--- src/rtl/mdu_hilo_if.sv ---
// Bus between the multicycle control/execute logic and the HI/LO multiply-divide unit.
// The master drives the request; the slave (mdu_hilo) returns status and HI/LO.
interface mdu_hilo_if #(
  parameter int WIDTH = 32
);
  logic             start;
  logic [2:0]       op;
  logic [WIDTH-1:0] a;
  logic [WIDTH-1:0] b;
  logic             busy;
  logic             done;
  logic [WIDTH-1:0] hi;
  logic [WIDTH-1:0] lo;

  modport master (output start, op, a, b, input busy, done, hi, lo);
  modport slave  (input start, op, a, b, output busy, done, hi, lo);
endinterface

--- src/rtl/mdu_hilo.sv ---
// Iterative MULT/MULTU/DIV/DIVU unit with HI/LO registers for the multicycle MIPS core.
// It works on magnitudes, one operand bit per cycle, and sign-corrects in a final FIX cycle.
module mdu_hilo #(
  parameter int WIDTH = 32,
  parameter int ITERS = 32
) (
  input  logic      clk,
  input  logic      rst,
  mdu_hilo_if.slave bus
);

  localparam int CW = $clog2(ITERS);

  typedef enum logic [1:0] {
    ST_IDLE = 2'd0,
    ST_CALC = 2'd1,
    ST_FIX  = 2'd2
  } state_e;

  state_e               state_q, state_d;
  logic [CW-1:0]        cnt_q, cnt_d;
  logic [2*WIDTH-1:0]   acc_q, acc_d;
  logic [WIDTH-1:0]     opb_q, opb_d;
  logic                 is_div_q, is_div_d;
  logic                 neg_main_q, neg_main_d;
  logic                 neg_rem_q, neg_rem_d;
  logic                 dbz_q, dbz_d;
  logic [WIDTH-1:0]     hi_q, hi_d;
  logic [WIDTH-1:0]     lo_q, lo_d;
  logic                 busy_q, busy_d;
  logic                 done_q, done_d;

  logic                 is_signed_s;
  logic                 a_neg_s;
  logic                 b_neg_s;
  logic [WIDTH-1:0]     abs_a_s;
  logic [WIDTH-1:0]     abs_b_s;
  logic [WIDTH:0]       mul_sum_s;
  logic [WIDTH:0]       div_shift_s;
  logic                 div_ok_s;
  logic [WIDTH-1:0]     div_rem_s;
  logic [2*WIDTH-1:0]   mul_res_s;

  function automatic logic [WIDTH-1:0] neg_if(input logic neg, input logic [WIDTH-1:0] v);
    return neg ? (~v + {{(WIDTH-1){1'b0}}, 1'b1}) : v;
  endfunction

  assign is_signed_s = (bus.op == 3'd0) || (bus.op == 3'd2);
  assign a_neg_s     = is_signed_s & bus.a[WIDTH-1];
  assign b_neg_s     = is_signed_s & bus.b[WIDTH-1];
  assign abs_a_s     = neg_if(a_neg_s, bus.a);
  assign abs_b_s     = neg_if(b_neg_s, bus.b);

  // Multiply: add multiplicand into the upper half when the current multiplier bit is set, then shift right.
  assign mul_sum_s   = {1'b0, acc_q[2*WIDTH-1:WIDTH]} + (acc_q[0] ? {1'b0, opb_q} : {(WIDTH+1){1'b0}});
  // Divide: the low half of a restoring subtract is exact whenever the subtract does not underflow.
  assign div_shift_s = {acc_q[2*WIDTH-1:WIDTH], acc_q[WIDTH-1]};
  assign div_ok_s    = div_shift_s >= {1'b0, opb_q};
  assign div_rem_s   = div_ok_s ? (div_shift_s[WIDTH-1:0] - opb_q) : div_shift_s[WIDTH-1:0];
  assign mul_res_s   = neg_main_q ? (~acc_q + {{(2*WIDTH-1){1'b0}}, 1'b1}) : acc_q;

  // Next-state, datapath and HI/LO update logic.
  always_comb begin
    state_d    = state_q;
    cnt_d      = cnt_q;
    acc_d      = acc_q;
    opb_d      = opb_q;
    is_div_d   = is_div_q;
    neg_main_d = neg_main_q;
    neg_rem_d  = neg_rem_q;
    dbz_d      = dbz_q;
    hi_d       = hi_q;
    lo_d       = lo_q;
    done_d     = 1'b0;
    case (state_q)
      ST_IDLE: begin
        if (bus.start) begin
          case (bus.op)
            3'd0, 3'd1, 3'd2, 3'd3: begin
              is_div_d   = bus.op[1];
              neg_main_d = a_neg_s ^ b_neg_s;
              neg_rem_d  = a_neg_s;
              dbz_d      = (bus.b == {WIDTH{1'b0}});
              cnt_d      = {CW{1'b0}};
              state_d    = ST_CALC;
              if (bus.op[1]) begin
                acc_d = {{WIDTH{1'b0}}, abs_a_s};
                opb_d = abs_b_s;
              end else begin
                acc_d = {{WIDTH{1'b0}}, abs_b_s};
                opb_d = abs_a_s;
              end
            end
            3'd4:    hi_d = bus.a;
            3'd5:    lo_d = bus.a;
            default: state_d = ST_IDLE;
          endcase
        end else begin
          state_d = ST_IDLE;
        end
      end
      ST_CALC: begin
        cnt_d = cnt_q + {{(CW-1){1'b0}}, 1'b1};
        if (is_div_q) begin
          acc_d = {div_rem_s, acc_q[WIDTH-2:0], div_ok_s};
        end else begin
          acc_d = {mul_sum_s, acc_q[WIDTH-1:1]};
        end
        if (cnt_q == CW'(ITERS - 1)) begin
          state_d = ST_FIX;
        end else begin
          state_d = ST_CALC;
        end
      end
      ST_FIX: begin
        done_d  = 1'b1;
        state_d = ST_IDLE;
        if (is_div_q) begin
          // Divide by zero leaves the remainder equal to the dividend; only the quotient is forced.
          hi_d = neg_if(neg_rem_q, acc_q[2*WIDTH-1:WIDTH]);
          lo_d = dbz_q ? {WIDTH{1'b1}} : neg_if(neg_main_q, acc_q[WIDTH-1:0]);
        end else begin
          hi_d = mul_res_s[2*WIDTH-1:WIDTH];
          lo_d = mul_res_s[WIDTH-1:0];
        end
      end
      default: state_d = ST_IDLE;
    endcase
    busy_d = (state_d != ST_IDLE);
  end

  // State and result registers; reset aborts any operation in flight.
  always_ff @(posedge clk or negedge rst) begin
    if (!rst) begin
      state_q    <= ST_IDLE;
      cnt_q      <= {CW{1'b0}};
      acc_q      <= {(2*WIDTH){1'b0}};
      opb_q      <= {WIDTH{1'b0}};
      is_div_q   <= 1'b0;
      neg_main_q <= 1'b0;
      neg_rem_q  <= 1'b0;
      dbz_q      <= 1'b0;
      hi_q       <= {WIDTH{1'b0}};
      lo_q       <= {WIDTH{1'b0}};
      busy_q     <= 1'b0;
      done_q     <= 1'b0;
    end else begin
      state_q    <= state_d;
      cnt_q      <= cnt_d;
      acc_q      <= acc_d;
      opb_q      <= opb_d;
      is_div_q   <= is_div_d;
      neg_main_q <= neg_main_d;
      neg_rem_q  <= neg_rem_d;
      dbz_q      <= dbz_d;
      hi_q       <= hi_d;
      lo_q       <= lo_d;
      busy_q     <= busy_d;
      done_q     <= done_d;
    end
  end

  assign bus.busy = busy_q;
  assign bus.done = done_q;
  assign bus.hi   = hi_q;
  assign bus.lo   = lo_q;

endmodule
--- src/flat_wrapper.sv ---
// flat-port wrapper written by rule: the top's interface ports become plain ports
module mdu_hilo_flat 
#(
  parameter int WIDTH = 32,
  parameter int ITERS = 32
)
  (clk, rst, bus_start, bus_op, bus_a, bus_b, bus_busy, bus_done, bus_hi, bus_lo);
  mdu_hilo_if #(.WIDTH(WIDTH)) bus_i ();
  input  logic clk;
  input  logic rst;
  input wire logic [$bits(bus_i.start)-1:0] bus_start;
  input wire logic [$bits(bus_i.op)-1:0] bus_op;
  input wire logic [$bits(bus_i.a)-1:0] bus_a;
  input wire logic [$bits(bus_i.b)-1:0] bus_b;
  output wire logic [$bits(bus_i.busy)-1:0] bus_busy;
  output wire logic [$bits(bus_i.done)-1:0] bus_done;
  output wire logic [$bits(bus_i.hi)-1:0] bus_hi;
  output wire logic [$bits(bus_i.lo)-1:0] bus_lo;
  assign bus_i.start = bus_start;
  assign bus_i.op = bus_op;
  assign bus_i.a = bus_a;
  assign bus_i.b = bus_b;
  assign bus_busy = bus_i.busy;
  assign bus_done = bus_i.done;
  assign bus_hi = bus_i.hi;
  assign bus_lo = bus_i.lo;
  mdu_hilo #(.WIDTH(WIDTH), .ITERS(ITERS)) u_core (.clk(clk), .rst(rst), .bus(bus_i));
endmodule
--- config.mk ---
export PLATFORM = sky130hd
export DESIGN_NAME = mdu_hilo_flat
export DESIGN_NICKNAME = d
export VERILOG_FILES = /design/src/rtl/mdu_hilo_if.sv /design/src/rtl/mdu_hilo.sv /design/src/flat_wrapper.sv
export SDC_FILE = /design/constraint.sdc
export NUM_CORES = 1
export LEC_CHECK = 0
export ABC_AREA = 1
export BUFFER_PORTS_ARGS = -buffer_cell sky130_fd_sc_hd__buf_2
export CORE_MARGIN = 2
export CORE_UTILIZATION = 57
export CTS_CLUSTER_DIAMETER = 120
export DETAILED_ROUTE_END_ITERATION = 10
export PLACE_DENSITY = 0.81
export SLEW_MARGIN = 25
export SYNTH_ARGS = -nofsm -noshare
export SYNTH_HDL_FRONTEND = slang
export SYNTH_SLANG_ARGS = --single-unit
--- constraint.sdc ---
create_clock -name clk -period 2.6 [get_ports clk]
set_input_delay 0.52 -clock clk [delete_from_list [all_inputs] [get_ports clk]]
set_output_delay 0.52 -clock clk [all_outputs]
set_load 0.03 [all_outputs]
# Word level (Yosys, flattened, before mapping)
# Cells that the tools add are included.
dict set report totals {
  in_bits 70
  register_bits 173
  out_inout_bits 66
  elab_cells 84
}
dict set report op_classes {
  n_addsub 8
  magnitude_cmp 1
  mux 30
  n_eq_ne 12
  n_reduce_logical 13
  n_bitwise 8
}
# cell count
set ops {}
lappend ops {{2-to-1 mux 32 bit} 15}
lappend ops {{2-to-1 mux 64 bit} 4}
lappend ops {{adder 32 x 1 -> 32 bit (second input constant)} 4}
lappend ops {{inverter 32 bit} 4}
lappend ops {{case mux 32 bit (2 select lines)} 2}
lappend ops {{case mux 64 bit (2 select lines)} 1}
lappend ops {{adder 64 x 1 -> 64 bit (second input constant)} 1}
lappend ops {{inverter 64 bit} 1}
lappend ops {{adder 32 x 33 -> 33 bit} 1}
lappend ops {{>= comparator 33 x 32 -> 1 bit} 1}
lappend ops {{zero test 32 bit} 1}
lappend ops {{subtractor 32 bit} 1}
lappend ops {{AND reduction 3 bit} 4}
lappend ops {{2-to-1 mux 5 bit} 2}
lappend ops {{case mux 5 bit (2 select lines)} 1}
lappend ops {{!= test 2 bit (second input constant)} 4}
lappend ops {{case mux 2 bit (2 select lines)} 2}
lappend ops {{== test 3 x 2 -> 1 bit (second input constant)} 2}
lappend ops {{== test 3 bit (second input constant)} 2}
lappend ops {{nonzero test 2 bit} 3}
lappend ops {{adder 5 x 1 -> 5 bit (second input constant)} 1}
lappend ops {{== test 5 bit (second input constant)} 1}
lappend ops {{2-to-1 mux 2 bit} 2}
lappend ops {{OR reduction 4 bit} 1}
lappend ops {{other kinds (10)} 11}

# Longest topological paths before layout
dict set report depth {
  ltp_word 8
  mapped_depth 22
  mapped_depth_nobuf 20
}

# Worst setup path after synthesis
# OpenSTA, ideal clock, no wires.
dict set report synth_path {
  kind {reg2reg}
  startpoint {register u_core.acc_q[0]}
  endpoint {register u_core.acc_q[61]}
  path_stages_with_launch 22
  required_time_ns 2.484
  period_less_slack_ns 2.647
  t_arrival_ns 2.530
  slack_ns -0.047
  path_buffers 2
  setup_ns 0.116
  path_cell_list {dfrtp_1 buf_2 clkbuf_1 nand2_1 inv_1 ha_1 inv_1 fa_1 inv_1 nand2_1 o21ai_1 nand2_1 nand2_1 nand2_1 nand2_1 nand2_1 nand3_1 nand3_1 nand2_1 inv_1 nand2_1 nand2_1}
}
dict set report synth_between {
  elab_chain_cells 4
}
# element line_no
set synth_lines {}
lappend synth_lines {{from (decl)} mdu_hilo.sv:22} ;# logic [2*WIDTH-1:0] acc_q, acc_d;
lappend synth_lines {{from (signal assigned)} mdu_hilo.sv:137} ;# acc_q <= {(2*WIDTH){1'b0}};
lappend synth_lines {{2-to-1 mux 32 bit} mdu_hilo.sv:55} ;# assign mul_sum_s = {1'b0, acc_q[2*WIDTH-1:WIDTH]} + (acc_q[0] ? {1'b0, opb_q} : {(WIDTH+1){1'b0}});
lappend synth_lines {{adder 32 x 33 -> 33 bit} mdu_hilo.sv:55}
lappend synth_lines {{2-to-1 mux 64 bit} mdu_hilo.sv:104} ;# if (is_div_q) begin
lappend synth_lines {{case mux 64 bit (2 select lines)} mdu_hilo.sv:75} ;# case (state_q)
# No other way between the ends.
# A chain may end at the register's enable or synchronous reset.

# Worst setup path after layout
dict set report layout_path {
  startpoint {register u_core.acc_q[56]}
  endpoint {register u_core.acc_q[56]}
}
dict set report layout_between {
  elab_chain_cells 4
  word_cells_on_any_way 5
  cone_classes {add/sub: 1; order compare: 1; mux: 3}
}
# element line_no
set layout_lines {}
lappend layout_lines {{>= comparator 33 x 32 -> 1 bit} mdu_hilo.sv:58} ;# assign div_ok_s = div_shift_s >= {1'b0, opb_q};
lappend layout_lines {{2-to-1 mux 32 bit} mdu_hilo.sv:59} ;# assign div_rem_s = div_ok_s ? (div_shift_s[WIDTH-1:0] - opb_q) : div_shift_s[WIDTH-1:0];
lappend layout_lines {{2-to-1 mux 64 bit *} mdu_hilo.sv:104}
lappend layout_lines {{case mux 64 bit (2 select lines) *} mdu_hilo.sv:75}
# Mark *: on every way between the ends. The rest lies on a longest branch, timed or not.

==> impl.org <==
** Run status
- The flow ran to the end, and the final reports show no timing, DRC or antenna violations.

** Power and ir drop
- Fraction of power spent switching nets :: 57.3%
- Total power divided by cell area :: 1610 nW/µm²
- In this run, the combinational gates consume 77.0% of the power.
- Net switching power :: 0.0202 W
- The share of total power dissipated in sequential elements is 15.4%.
- Internal power contribution :: 0.0151 W
- Leakage power :: 11.3 nW
- Portion of total power attributed to the clock network :: 7.6%
- The worst-case IR drop observed on VDD is 0.890 mV.

** CTS
- Level count of the clock H-tree :: 4
- CTS sink cnt :: 173
- The longest clock path from root to sink contains 2 buffers.
- Clock root buffer :: clkbuf_16
- Clock tree synthesis inserted a total of 17 buffers.
- TritonCTS built the clock tree.
- Clock-pin slew on the worst setup and hold paths :: 0.07 ns
- Clock latency on the worst-skew pair :: 0.45 ns

** Worst setup path
- Worst setup path category :: reg2reg
- Critical path startpoint category :: flip-flop
- Data on the critical path is required at its endpoint by 2.93 ns.
- Largest driver fanout on the critical path :: 16
- Data arrives at the worst endpoint at 2.89 ns.
- Register-to-register setup slack :: 0.05 ns
- The worst setup path is captured at a flip-flop.

** Global route
- The number of global-route vias before repair is 21121.
- Pin count of the biggest net entering global routing :: 95
- Across every metal layer, demand over resource in global routing totals 47.4%.
- The initial antenna violation count came to 1.
- Global-route wire length before repair :: 120 mm
- Overflow left after global routing :: 0

** Routing
- Highest routed metal layer :: met4
- Total routed wirelength :: 81.6 mm
- Wire segments on met2 add up to 33.7 mm in the final route.
- Across all layers, the routed design uses 23463 vias.
- The first routing iteration left 3963 violations.
- Remaining DRCs :: 0
- Residual antenna-violating net count after detailed routing :: 0
- In the final routed layout, each cell accounts on average for 21.2 µm.
- After detailed routing, the number of vias per cell comes to 6.11.
- The detailed router put a total of 30.6 mm of wire on met1.
- Summed over all nets, wire length on met3 after detailed routing comes to 11.4 mm.
- Router iterations before antenna repair :: 6

** Placement
- Input and output buffers added on the ports amount to 135.
- After detailed placement, the design holds a cell count of 3805.
- Half-perimeter wire length of the detailed placement result :: 64.9 mm
- Final weighted congestion of routability-driven global placement :: 1.12
- Post-Place Worst Slack :: -0.0557 ns

** STA
- Worst-case clock skew :: 0.0120 ns
- Static timing analysis puts the maximum clock frequency at 0.391 GHz.
- RSZ-0062 raised after global routing :: true
- Headroom to the max-slew limit :: 53.6%
- Of the available clock period, the critical path in the final layout requires 98.3%.
- The final number of hold-violating endpoints was 0.
- Measured slew at the worst slew-check pin :: 0.693 ns
- The max-slew violation count is 0.
- Final critical-path setup slack :: 0.0451 ns
- Setup violations remaining at the end of the flow were counted as 0.
- Counting I/O delays and the setup requirement, the final critical path takes 2.55 ns.

** Flow run
- The tool flagged a number of max-cap violations equal to 0.

** Logic synthesis
- Yosys top cell by area :: dfrtp_1
- Top cells by area in the synthesized netlist :: dfrtp_1 (24%), nand2_1 (20%), nand3_1 (8.8%)
- Most used flip-flop cell after synthesis :: dfrtp_1
- In this run, synthesis inferred 0 flip-flops with an integrated enable.
- Register area share after synthesis :: 23.7%
- Warning count from the yosys run :: 0
- Share of the synthesized area in the top cell type :: 23.7%
- Synthesized Nets :: 3315
- Post-Synthesis Cells :: 3173
- Counting flops and latches in the post-synthesis netlist gives 173.
- Syn Std Cell Area :: 18300 µm²
- Yosys cell types :: 45
- Synthesized area per cell :: 5.76 µm²
- Fraction of synthesis flops using an asynchronous set or reset pin :: 100%

** Floorplanning
- Die boundary width :: 183 µm
- Initial Util :: 57.9%
- Floorplan die area :: 33500 µm²
- I/O pins :: 136
- From bottom edge to top edge, the die measures 183 µm.
- Placeable core region :: 31600 µm²
- Core Rows :: 65

** Layout
- Most frequent standard cell in the layout excluding fill and tap cells :: nand2_1
- The area growth from synthesis to layout is 20.2%.
- In the final layout, the multi-input gates occupy 12500 µm².
- Post-Route Utilization :: 69.6%
- Top library cells by usage in the layout, fill and taps aside :: nand2_1 (930), inv_1 (421), nor2_1 (392)
- Ant. Diodes :: 0
- The net count of the finished layout is 3570.
- The post-route netlist has 15.9% of its cells at a drive strength greater than 1.
- The filler cells instantiated in the layout total 2888.
- Across the whole layout, storage elements account for 4330 µm².
- Fin cells :: 3843

** Hold path
- The path class of the tightest hold or removal check is in2async.
-- path summary, 6_finish.rpt --
kind / start / to / cells past startpoint
max in group asynchronous: rst / u_core.bus.hi[24]$_DFFE_PN0P_ / 2
worst max-delay path: u_core.acc_q[56]$_DFFE_PN0P_ / u_core.acc_q[56]$_DFFE_PN0P_ / 13
worst min register to register: u_core.bus.lo[0]$_DFFE_PN0P_ / u_core.bus.lo[0]$_DFFE_PN0P_ / 2
worst max register to register: u_core.acc_q[56]$_DFFE_PN0P_ / u_core.acc_q[56]$_DFFE_PN0P_ / 13
worst min-delay path: rst / u_core.state_q[1]$_DFF_PN0_ / 1
min in group clk: bus_b[9] / u_core.opb_q[9]$_DFFE_PN0P_ / 5
-- cell type report --
cell class | instances | area share [%]
multi-input cells | 2458 | 57.0
flip-flops and latches | 173 | 19.7
repair buffers | 341 | 10.8
inverters | 437 | 7.48
well taps | 402 | 2.29
clock buffers | 17 | 1.94
clock inverters | 15 | 0.809
-- sequential cells by signal, indices dropped and copies added, names as in the netlist --
| signal | count |
|---|---|
| u_core.bus.lo | 32 |
| u_core.dbz_q | 1 |
| u_core.neg_main_q | 1 |
| u_core.bus.hi | 32 |
| u_core.neg_rem_q | 1 |
| u_core.is_div_q | 1 |
| u_core.cnt_q | 5 |
| u_core.acc_q | 64 |
| u_core.opb_q | 32 |
| u_core.state_q | 2 |
| u_core.bus.busy | 1 |
| u_core.bus.done | 1 |
-- synthesized netlist by cell type, types with 26 or more instances --
library cell  instances
inv_1               425
ha_1                 70
nand2_1             953
o21ai_1              26
dfrtp_1             173
nand4_1              52
o211ai_1             32
clkbuf_1             72
nor2_1              418
nor3_1               26
o21ai_0             175
a21oi_1             204
xor2_1               58
nand3_1             321
-- per-stage QoR --
stage | setup TNS (ns) | hold slack (ns) | area [µm²] | power, W
after detailed placement | -0.0557 | 0.472 | 20700 | 0.0297
after global placement | -0.0304 | 0.460 | 20600 | 0.0293
final | 0 | 0.0453 | 22000 | 0.0353
after global routing | -0.225 | 0.0741 | 22000 | 0.0375
after CTS | 0 | 0.0573 | 21300 | 0.0326
after floorplan | 0 | 0.224 | 18300 | 0.0207
-- timing repair --
item,CTS,global route
gates resized for setup,5,128
endpoints found under the setup margin,2,47
endpoints found under the hold margin,0,0
pin swaps,2,16
buffers inserted,0,4
gates cloned,0,2
hold buffers,0,0
-- logic make-up (layout without fill, tap and decap cells) --
kind of cell | Yosys count | in the layout | share of synthesized area (%)
adders and majority gates | 72 | 72 | 5.01
DFF | 173 | 173 | 23.7
and+or+nand+nor | 1827 | 1828 | 41.9
xor gates and xnor gates | 67 | 67 | 3.21
AOI/OAI and AO/OA | 491 | 491 | 14.8
buffers and inverters | 543 | 810 | 11.4
-- per-layer routing --
metal  global-route usage (%)  vias up
li1                         -    10695
met1                     62.4    10674
met2                     70.0     1751
met3                     12.5      343
met4                     28.2        0
met5                        0        -
-- power groups by stage --
stage | Sequential, W | Combinational, W | Clock, W
after floorplan | 0.00611 | 0.0146 | 0
after global placement | 0.00530 | 0.0240 | 0
after detailed placement | 0.00533 | 0.0243 | 0
after CTS | 0.00531 | 0.0246 | 0.00265
after global routing | 0.00551 | 0.0292 | 0.00278
final | 0.00545 | 0.0272 | 0.00269
-- worst max-delay path: stages, from the launching register on --
cell and delay [ns]:
dfrtp_1 0.48, ha_2 0.43, nand2_1 0.11, nor2_2 0.19, nand3_1 0.11, nor2_1 0.11
nand2_1 0.10, nand2_2 0.13, nor2_8 0.05, nand2_8 0.14, buf_12 0.18, nand4_1 0.21
nand4_1 0.15, nand2_1 0.06
Power figures use the tool's default switching activity.
